File: src/rtl/gpio_irq_ctrl.sv
// GPIO input-event controller: sync, debounce, edge detect, pending
// latch and a single level interrupt, behind a small register slave.
`timescale 1ns/1ps
module gpio_irq_ctrl #(
   parameter int WIDTH         = 20,
   parameter int DEBOUNCE_TICK = 1000
) (
   input  logic             clk,
   input  logic             reset,
   input  logic             read,
   input  logic             write,
   input  logic [31:0]      address,
   input  logic [31:0]      write_data,
   output logic [31:0]      read_data,
   output logic             response,
   input  logic [WIDTH-1:0] gpio_in,
   output logic             irq
);

   localparam int CW = (DEBOUNCE_TICK > 1) ? $clog2(DEBOUNCE_TICK) : 1;
   localparam logic [CW-1:0] TICK_LAST = CW'(DEBOUNCE_TICK - 1);

   typedef enum logic [1:0] {
      REG_RISE_EN = 2'b00,
      REG_FALL_EN = 2'b01,
      REG_PENDING = 2'b10,
      REG_LEVEL   = 2'b11
   } reg_sel_t;

   logic [WIDTH-1:0] sync1;
   logic [WIDTH-1:0] sync2;
   logic [WIDTH-1:0] sample_prev;
   logic [WIDTH-1:0] filtered;
   logic [WIDTH-1:0] filtered_d;
   logic [WIDTH-1:0] rise_en;
   logic [WIDTH-1:0] fall_en;
   logic [WIDTH-1:0] pending;
   logic [CW-1:0]    tick_cnt;
   logic             tick;

   logic [WIDTH-1:0] rise;
   logic [WIDTH-1:0] fall;
   logic [WIDTH-1:0] event_hit;
   logic [WIDTH-1:0] w1c_mask;
   logic [WIDTH-1:0] wdata;
   logic [WIDTH-1:0] rd_mux;
   logic             wr_rise;
   logic             wr_fall;
   logic             wr_pend;
   reg_sel_t         sel;
   logic             unused_bits;

   assign sel   = reg_sel_t'(address[3:2]);
   assign wdata = write_data[WIDTH-1:0];

   assign wr_rise = write & (sel == REG_RISE_EN);
   assign wr_fall = write & (sel == REG_FALL_EN);
   assign wr_pend = write & (sel == REG_PENDING);

   assign tick = (tick_cnt == TICK_LAST);

   assign rise      = filtered & ~filtered_d;
   assign fall      = ~filtered & filtered_d;
   assign event_hit = (rise & rise_en) | (fall & fall_en);
   assign w1c_mask  = wr_pend ? wdata : '0;

   assign response    = read | write;
   assign unused_bits = ^{address[31:4], address[1:0], write_data};

   always_ff @(posedge clk or posedge reset) begin
      if (reset) begin
         sync1 <= '0;
         sync2 <= '0;
      end else begin
         sync1 <= gpio_in;
         sync2 <= sync1;
      end
   end

   always_ff @(posedge clk or posedge reset) begin
      if (reset) begin
         tick_cnt <= '0;
      end else if (tick) begin
         tick_cnt <= '0;
      end else begin
         tick_cnt <= tick_cnt + 1'b1;
      end
   end

   // A pin only moves filtered after two consecutive tick samples agree.
   always_ff @(posedge clk or posedge reset) begin
      if (reset) begin
         sample_prev <= '0;
         filtered    <= '0;
      end else if (tick) begin
         sample_prev <= sync2;
         filtered    <= (sync2 & ~(sync2 ^ sample_prev))
                      | (filtered & (sync2 ^ sample_prev));
      end
   end

   always_ff @(posedge clk or posedge reset) begin
      if (reset) begin
         filtered_d <= '0;
      end else begin
         filtered_d <= filtered;
      end
   end

   always_ff @(posedge clk or posedge reset) begin
      if (reset) begin
         rise_en <= '0;
         fall_en <= '0;
      end else begin
         if (wr_rise) rise_en <= wdata;
         if (wr_fall) fall_en <= wdata;
      end
   end

   // A fresh event beats a same-cycle clear.
   always_ff @(posedge clk or posedge reset) begin
      if (reset) begin
         pending <= '0;
         irq     <= 1'b0;
      end else begin
         pending <= event_hit | (pending & ~w1c_mask);
         irq     <= |pending;
      end
   end

   always_comb begin
      rd_mux = '0;
      unique case (sel)
         REG_RISE_EN: rd_mux = rise_en;
         REG_FALL_EN: rd_mux = fall_en;
         REG_PENDING: rd_mux = pending;
         REG_LEVEL:   rd_mux = filtered;
         default:     rd_mux = '0;
      endcase
   end

   always_comb begin
      read_data = '0;
      if (read) read_data[WIDTH-1:0] = rd_mux;
   end

endmodule

File: config.mk
export PLATFORM = sky130hd
export DESIGN_NAME = gpio_irq_ctrl
export DESIGN_NICKNAME = d
export VERILOG_FILES = /design/src/rtl/gpio_irq_ctrl.sv
export SDC_FILE = /design/constraint.sdc
export NUM_CORES = 1
export LEC_CHECK = 0
export ABC_AREA = 1
export CAP_MARGIN = 20
export CORE_ASPECT_RATIO = 1.5
export CORE_MARGIN = 3
export CORE_UTILIZATION = 60
export DETAILED_ROUTE_END_ITERATION = 10
export DONT_BUFFER_PORTS = 1
export PLACE_DENSITY = 0.82
export RECOVER_POWER = 100
export SETUP_SLACK_MARGIN = 0.05
export SLEW_MARGIN = 20
export SYNTH_ARGS = -nofsm -noshare
export SYNTH_HDL_FRONTEND = slang
export SYNTH_SLANG_ARGS = --single-unit
File: constraint.sdc
create_clock -name clk -period 8.05 [get_ports clk]
set_input_delay 2.415 -clock clk [delete_from_list [all_inputs] [get_ports clk]]
set_output_delay 2.415 -clock clk [all_outputs]
set_load 0.02 [all_outputs]
# Word-level counts from Yosys, hierarchy flattened
# Cells that the tools add are included.
# W data, S select, Z words.
dict set report totals {
  register_bits 171
  latch_bits 0
  ram_bits 0
  mem_bits_ro 0
  input_bits 88
  output_inout_bits 34
  elab_cells 40
  mem_count 0
}
dict set report op_classes {
  add_sub_neg 1
  n_mul 0
  div_mod_pow 0
  magnitude_cmp 0
  eq_ne 4
  shift 0
  n_mux 4
  bitwise_logic 19
  n_reduce_logical 2
}
# operator n
set ops {}
lappend ops {{$and A20 B20 Y20} 7}
lappend ops {{$not A20 Y20} 4}
lappend ops {{$pmux W20 S4} 1}
lappend ops {{$or A20 B20 Y20} 3}
lappend ops {{$mux W20} 2}
lappend ops {{$reduce_or A20 Y1} 1}
lappend ops {{$xor A20 B20 Y20} 1}
lappend ops {{$add A10 B1 Y10 const B} 1}
lappend ops {{$eq A10 B10 Y1 const B} 1}
lappend ops {{$mux W10} 1}
lappend ops {{$eq A2 B2 Y1 const B} 2}
lappend ops {{$and A1 B1 Y1} 3}
lappend ops {{$eq A2 B1 Y1 const B} 1}
lappend ops {{$logic_not A2 Y1} 1}
lappend ops {{$or A1 B1 Y1} 1}

# Logic depth before layout (Yosys ltp)
# Gate-level depths: netlist of the first run.
dict set report depth {
  ltp_word 6
  mapped_depth 8
  ltp_nobuf 7
}

# Least setup slack after synthesis of the first run
# OpenSTA, ideal clock, no wires.
dict set report synth_path {
  kind {input to output}
  from {in address[3]}
  to {out read_data[0]}
  arrival_ns 3.337
  required_time_ns 5.635
  setup_slack_ns 2.298
  path_stages 5
  path_cell_list {inv_1 nor2_1 clkbuf_1 nand2_1 a31oi_1}
}
dict set report synth_between {
  elab_chain_cells 3
}
# item line_no
set synth_lines {}
lappend synth_lines {{start: declaration} 12} ;# input logic [31:0] address,
lappend synth_lines {{$eq A2 B2 Y1 (tied with other cells)} 133} ;# unique case (sel)
lappend synth_lines {{$pmux W20 S4 *} 133}
lappend synth_lines {{$mux W20 *} 144} ;# if (read) read_data[WIDTH-1:0] = rd_mux;
lappend synth_lines {{end: declaration} 14} ;# output logic [31:0] read_data,
# Every way passes the cells marked *; elsewhere a longest branch is shown, timed or not.

# Worst setup path in the final report of the first run
dict set report layout_path {
  from {in address[3]}
  to {out read_data[13]}
}
# Same word-level chain as after synthesis.

==> results of run 1 <==
[worst max path at each step]
stage	slack (ns)	to
after global placement	1.67	read_data[13]
after CTS	1.65	read_data[13]
after floorplan	1.00	asynchronous set/reset pin
after global routing	0.88	read_data[7]
final	0.95	read_data[13]
after detailed placement	1.67	read_data[7]
[power groups by stage]
stage / registers (mW) / logic (mW) / clock network, mW
floorplan: 0.953 / 0.0898 / 0
global placement: 0.960 / 0.105 / 0
detailed placement: 0.963 / 0.110 / 0
CTS: 0.948 / 0.111 / 0.845
global route: 0.955 / 0.124 / 0.882
finish: 0.950 / 0.109 / 0.835
[worst max-delay path, cell delays in order]
cell and delay, ns:
inv_1 0.03, clkbuf_1 0.82, nand2_1 0.80, o21ai_0 0.42, a31oi_1 0.19
[per-layer routing]
| metal | GRT usage (%) | vias to the layer above | share of wire, % |
|---|---|---|---|
| met4 | 12.4 | 0 | 2.5 |
| li1 | - | 2555 | - |
| met2 | 42.6 | 305 | 51 |
| met5 | 0 | - | 0 |
| met3 | 6.83 | 40 | 8.6 |
| met1 | 32.2 | 2782 | 38 |
[cell families (layout without fill, tap and decap cells)]
logic type / count (synthesis) / after routing / synth area share, %
flops: 171 / 171 / 58.9
compound gates: 144 / 144 / 11.1
other cells: 1 / 12 / 0.0516
simple gates: 350 / 350 / 21.6
buf+inv: 127 / 120 / 7.94
xor+xnor: 2 / 2 / 0.241
fa+ha+maj: 1 / 1 / 0.172
[placed cells by master, fill, tap and decap left out, types with 2 or more instances in the layout]
cell,count
o21a_1,4
clkinv_2,3
inv_1,79
dfrtp_1,171
buf_4,3
o21ai_0,118
nand2_1,199
nor2_1,47
xor2_1,2
clkbuf_16,17
bufinv_16,4
a31oi_1,21
conb_1,12
clkbuf_1,9
nor2_2,8
nand4_1,38
nand2_2,3
nand3_1,49
[through the flow]
step	instance area (um2)	instances	hold slack (ns)	utilization (%)	setup WS, ns
2_1_floorplan	7300	807	0.331	-	1.00
3_3_place_gp	7280	919	0.334	62.5	1.67
3_5_place_dp	7280	919	0.336	62.5	1.67
4_1_cts	7890	950	0.346	67.7	1.65
5_1_grt	7780	950	0.352	66.8	0.880
6_report	7780	950	0.340	66.8	0.948
[layout make-up]
class | instances | area share [%]
clock inverters | 8 | 1.83
multi-input cells | 509 | 30.4
inverters | 81 | 3.92
well taps | 150 | 2.41
clock buffers | 23 | 5.89
repair buffers | 8 | 0.547
flip-flops and latches | 171 | 55.0
==> metrics.yaml, run 1 <==
status: "finished with violations"
violations: "max-capacitance violations, max-slew violations"
hpwl_um: 10600
port_buffers: 0
critPathMaxFanout: 24
wirelength_um: 16600
hold_path_class: "reg -> reg"
row_count: 48
finClkSkew_ns: 0.00828
die_h_um: 141
fill_cells: 912
hold_path_end: "sync2[4]"
tns_ns: 0
drt_iter0_drc: 454
cp-start-kind: "input pin"
r2r-start: "tick_cnt[0]"
cts_setup_buffers: 0
grt_use_total_pct: 26.2
drv_cap: 5
worstPathRequired_ns: 5.64
path_class: "in -> out"
ys.flop_type: "dfrtp_1"
die_area_um2: 13500
via_per_inst: 5.98
synthCells: 796
rr_endpoint: "sample_prev[6]"
cts.clk_slew.worst_paths_ns: 0.06
initial_utilization_pct: 62.3
cts.repair.resized: 0
power.switching_mw: 0.432
routabilityCongestion: 0.846
critical_path.endpoint_type: "primary output"
fp.coreArea_um2: 11700
reg2regPathDepth: 6
synth_area_leaders: "dfrtp_1, nand2_1, o21ai_0"
tritoncts: "yes"
hold_depth: 0
grt_start_max_net_pins: 90
avgSynthCellArea_um2: 9.12
maxSlewViolCount: 300
relSlewSlack_pct: -151
final_antenna_net_count: 0
p_per_area_nw_per_um2: 244
worstHoldStart: "sync1[4]"
clock-sinks: 171
synth_edf_count: 0
h-tree-depth: 4
synthArstFlopShare_pct: 100
layout.nets: 877
power_mw: 1.89
ctsHoldBuffers: 0
clk_path_buf_depth: 2
insertion_delay_ns: 0.42
grt_pass1_wl_um: 27200
p_int_mw: 1.46
final_layout_size_suffix_gt1_share_pct: 5.88
swShare_pct: 22.8
area_growth_pct: 7.13
synth_cell_types: 30
arrival_ns: 4.69
cts_root_buffer: "clkbuf_16"
setup_viol: 0
fmax_mhz: 141
yosysMostFrequentCell: "nand2_1"
gr-total-overflow: 0
hold_viol_final: 0
grt_pass1_vias: 5771
rrSetupSlack_ns: 4.45
p_leak_nw: 3.85
min_period_ns: 7.10
numCtsBuffers: 17
seq_power_share_pct: 50.2
clkPwrFrac_pct: 44.1
dr.pass1.iters: 5
drt-wirelength-per-cell_um: 17.5
synthTopCellsByCount: "nand2_1, dfrtp_1, o21ai_0"
vdd_ir_drop_max_mv: 0.159
die_w_um: 95.8
startpoint: "address[3]"
grt_setup_unrepaired: "false"
drc: 0
pin_count: 122
combPwrFrac_pct: 5.8
yosysSeqAreaShare_pct: 58.9
multiInputGateArea_um2: 2370
grt_antenna_before_repair: 0
yosys_warnings: 0
antenna_cells: 0
final.period_utilization_pct: 88.2
regArea_um2: 4280
synth_area_leader_cell: "dfrtp_1"
route.vias.total: 5682
worst_pin_slew_ns: 3.75
ys_ff_latch: 171
synth_top_area_share_pct: 58.9
netlist_area_um2: 7260
Power figures use the tool's default switching activity.
==> inputs of run 2 (changes only) <==
Settings changed: CTS_BUF_LIST from default to sky130_fd_sc_hd__clkbuf_16.
==> run 2 against run 1 <==
Count of clock-buffer cells in the layout is 6 lower; the run still ends with max-capacitance violations, max-slew violations left; largest power group unchanged; largest cell class unchanged; cell count unchanged; sequential share of layout area grew 0.071 points; highest routed layer unchanged; utilization decreased by 0.086 points; fmax is essentially flat; wire length hardly changed; non-clock buffer count stayed put; critical endpoint is now read_data[4]; first-iteration DRC count up 7.5%; clock skew fell by 0.00077 ns.
==> metrics.yaml, run 2 (synthesis gave the netlist of run 1 again) <==
p_per_area_nw_per_um2: 242
setup_viol: 0
tritoncts: "yes"
worstPathRequired_ns: 5.64
die_area_um2: 13500
relSlewSlack_pct: -152
layout_commonest_cell: "nand2_1"
h-tree-depth: 4
grt_pass1_wl_um: 27200
critical_path.endpoint_type: "primary output"
grt_start_max_net_pins: 90
drt_iter0_drc: 488
layout.nets: 877
final_cell_mix: "nand2_1, dfrtp_1, o21ai_0, inv_1, nand3_1"
drv_cap: 5
cts_setup_buffers: 0
cts.repair.resized: 0
grt_use_total_pct: 26.1
crit_slowest_cell: "clkbuf_1"
drt-wirelength-per-cell_um: 17.5
min_period_ns: 7.10
initial_utilization_pct: 62.3
path_class: "in -> out"
area_growth_pct: 6.99
dr.pass1.iters: 5
status: "finished with violations"
drc: 0
die_w_um: 95.8
antenna_cells: 0
worst_pin_slew_ns: 3.76
violations: "max-capacitance violations, max-slew violations"
row_count: 48
power_mw: 1.88
arrival_ns: 4.68
route.vias.total: 5645
cts_root_buffer: "clkbuf_16"
slowest_delay_ns: 0.83
wirelength_um: 16600
grt_antenna_before_repair: 0
maxSlewViolCount: 300
gr-total-overflow: 0
fp.coreArea_um2: 11700
grt_setup_unrepaired: "false"
hold_path_class: "reg -> reg"
ctsHoldBuffers: 0
crit_path_cell_trace: "inv_1, clkbuf_1, nand2_1, o21ai_0, a31oi_1"
clock-sinks: 171
final.period_utilization_pct: 88.2
grt_pass1_vias: 5776
final_antenna_net_count: 0
cts.clk_slew.worst_paths_ns: 0.06
finClkSkew_ns: 0.00751
port_buffers: 0
numCtsBuffers: 17
p_leak_nw: 3.87
pin_count: 122
fmax_mhz: 141
die_h_um: 141
fill_cells: 912
routabilityCongestion: 0.846
hold_viol_final: 0
vdd_ir_drop_max_mv: 0.163
final_layout_size_suffix_gt1_share_pct: 5.75
critPathMaxFanout: 24
hpwl_um: 10600
insertion_delay_ns: 0.42
tns_ns: 0
clk_path_buf_depth: 2
cp-start-kind: "input pin"
via_per_inst: 5.94
run 2: path summary, 6_finish.rpt:
kind / startpoint / end / slack, ns / cells after the start
min: sync1[4] / sync2[4] / 0.34 / 0
max reg2reg: tick_cnt[0] / sample_prev[6] / 4.46 / 6
min reg2reg: sync1[4] / sync2[4] / 0.34 / 0
max in group asynchronous: reset / pending[18] / 1.91 / 2
max: address[3] / read_data[4] / 0.95 / 5
min in group asynchronous: reset / sync2[3] / 3.00 / 1
run 2: power by group:
group | internal, mW | switching (mW) | total, mW
combinational | 0.0276 | 0.0813 | 0.109
clock | 0.508 | 0.313 | 0.821
sequential | 0.911 | 0.0394 | 0.950
run 2: metrics by stage:
stage                     cells  util [%]  area, um2  worst slack, ns  hold slack (ns)
final                       950      66.7       7770            0.951            0.339
after global routing        950      66.7       7770            0.880            0.352
after CTS                   950      67.6       7880             1.65            0.346
after detailed placement    919      62.5       7280             1.67            0.336
after global placement      919      62.5       7280             1.67            0.334
after floorplan             807         -       7300             1.00            0.331
run 2: layout make-up:
class	count	area (um2)	share of cell area [%]
Inverter	81	305	3.93
Tap cell	150	188	2.42
Timing Repair Buffer	8	42.5	0.547
Sequential cell	171	4280	55.1
Clock inverter	14	165	2.13
Multi-Input combinational cell	509	2370	30.4
Clock buffer	17	425	5.47
run 2: critical path, delay by kind of cell:
| family | cells | cell delay, ns |
|---|---|---|
| buffers and inverters | 2 | 0.86 |
| and+or+nand+nor | 1 | 0.78 |
| AOI/OAI and AO/OA | 2 | 0.61 |
run 2: layer usage:
metal  routed length, um  GRT usage [%]  vias up
li1                    -              -     2556
met1                6330           32.1     2745
met2                8420           42.6      303
met3                1400           6.78       41
met4                 456           12.4        0
met5                   0              0        -
==> inputs of run 3 (changes only) <==
Settings changed: ABC_CLOCK_PERIOD_IN_PS from default to 8050, CORE_MARGIN 3 to default, MAX_ROUTING_LAYER from default to met4.
==> run 3 against run 2 <==
Sequential power barely moved; global-route usage is 2.2 points higher; utilization increased by 0.16 points; non-clock buffer count stayed put; largest cell class unchanged; fmax shrank 0.71%; the run still ends with max-capacitance violations, max-slew violations left; via count rose by 0.51%; largest power group unchanged; critical path depth rose by 1.
==> metrics.yaml, run 3 (synthesis gave the netlist of run 1 again) <==
min_period_ns: 7.15
pin_count: 122
path_class: "in -> out"
p_int_mw: 1.45
critPathMaxFanout: 24
reg2regPathDepth: 6
initial_utilization_pct: 62.3
grt_pass1_vias: 5575
path_common_cell: "clkbuf_1"
cts_root_buffer: "clkbuf_16"
finClkSkew_ns: 0.00508
p_leak_nw: 3.86
grt_start_max_net_pins: 124
die_h_um: 137
layoutNonFillerInstCount: 951
routabilityCongestion: 0.827
insertion_delay_ns: 0.42
combPwrFrac_pct: 5.8
crit_buf_inv: 3
antenna_cells: 0
gr-total-overflow: 0
maxSlewViolCount: 250
cts.clk_slew.worst_paths_ns: 0.06
final.period_utilization_pct: 88.8
numCtsBuffers: 17
clock-sinks: 171
status: "finished with violations"
dr.pass1.iters: 5
via_per_inst: 5.97
crit_path_cell_trace: "inv_1, clkbuf_1, nor2_1, clkbuf_1, nand2_1, a31oi_1"
h-tree-depth: 4
hold_viol_final: 0
area_growth_pct: 7.25
hold_path_end: "sync2[3]"
cp-start-kind: "input pin"
wirelength_um: 16300
clk_path_buf_depth: 2
setup_viol: 0
arrival_ns: 4.73
cp_top_family: "buffers and inverters"
drc: 0
fmax_mhz: 140
worst_pin_slew_ns: 4.43
power.switching_mw: 0.442
layout_commonest_cell: "nand2_1"
drt_iter0_drc: 652
r2r-start: "tick_cnt[0]"
dp_slack_ns: 1.63
rrSetupSlack_ns: 4.53
p_per_area_nw_per_um2: 243
layout.nets: 877
tritoncts: "yes"
seq_power_share_pct: 50.2
hpwl_um: 10500
hold_path_class: "reg -> reg"
hold_depth: 0
worstHoldStart: "sync1[3]"
row_count: 48
grt_pass1_wl_um: 26600
cts_setup_buffers: 0
violations: "max-capacitance violations, max-slew violations"
tns_ns: 0
final_cell_mix: "nand2_1, dfrtp_1, o21ai_0, inv_1, nand3_1"
port_buffers: 0
route.vias.total: 5674
fp.coreArea_um2: 11700
swShare_pct: 23.3
grt_use_total_pct: 28.4
rr_endpoint: "sample_prev[9]"
vdd_ir_drop_max_mv: 0.155
cts.repair.resized: 0
final_antenna_net_count: 0
crit_slowest_cell: "clkbuf_1"
drt-wirelength-per-cell_um: 17.2
clkPwrFrac_pct: 44.0
ctsHoldBuffers: 0
critical_path.endpoint_type: "primary output"
worstPathRequired_ns: 5.64
slowest_delay_ns: 0.94
final_layout_size_suffix_gt1_share_pct: 5.74
drv_cap: 4
grt_antenna_before_repair: 0
relSlewSlack_pct: -196
fin_ws_ns: 0.900
die_w_um: 91.8
die_area_um2: 12600
dp_cells: 919
grt_setup_unrepaired: "false"
==> run 3: cell count changes in the layout (fill, tap and decap cells not counted) <==
cell / before / now
clkinvlp_4: 1 / 3
clkinv_4: 0 / 2
clkinvlp_2: 1 / 0
buf_4: 3 / 4
inv_1: 84 / 82
clkinv_2: 3 / 0
clkinv_1: 1 / 4
clkbuf_2: 1 / 0
==> run 3: through the flow <==
step / hold WS [ns] / power [mW] / util (%) / cell area, um2
after global placement: 0.334 / 1.06 / 62.5 / 7280
after global routing: 0.351 / 1.95 / 66.9 / 7790
final: 0.345 / 1.89 / 66.9 / 7790
after floorplan: 0.331 / 1.04 / - / 7300
after CTS: 0.347 / 1.90 / 67.7 / 7890
after detailed placement: 0.335 / 1.07 / 62.5 / 7280
==> run 3: how the worst max path moves through the flow <==
stage                     slack, ns                    endpoint       start  cells past startpoint
after detailed placement       1.63               read_data[13]  address[3]                      5
final                          0.90               read_data[13]  address[3]                      6
after floorplan                1.00  asynchronous set/reset pin       reset                      1
after global placement         1.67               read_data[13]  address[3]                      5
after global routing           0.84               read_data[13]  address[3]                      6
after CTS                      1.66               read_data[13]  address[3]                      5
==> run 3: area by class of cell <==
class                           instances  area, um2
Clock buffer                           17        425
Fill cell                             877       3860
Timing Repair Buffer                    8       45.0
Multi-Input combinational cell        509       2370
Sequential cell                       171       4280
Clock inverter                         15        183
Inverter                               81        304
Tap cell                              150        188
==> run 3: routing by layer <==
layer,GRT usage [%],wire (um)
met5,-,0
met4,12.0,430
met3,5.50,1200
met2,46.4,8270
met1,34.9,6430
==> run 3: worst reg2reg max path, stage by stage, from the launching register on <==
cell     delay, ns
dfrtp_1       0.37
ha_1          0.20
nand2_1       0.11
inv_1         0.14
nand3_1       0.11
nor2_1        2.00
o21ai_0       0.33
==> run 3: power by group through the flow <==
| stage | Sequential, mW | Clock (mW) | Combinational, mW |
|---|---|---|---|
| 2_1_floorplan | 0.953 | 0 | 0.0898 |
| 3_3_place_gp | 0.959 | 0 | 0.104 |
| 3_5_place_dp | 0.963 | 0 | 0.110 |
| 4_1_cts | 0.948 | 0.840 | 0.111 |
| 5_1_grt | 0.954 | 0.874 | 0.125 |
| 6_report | 0.950 | 0.834 | 0.109 |
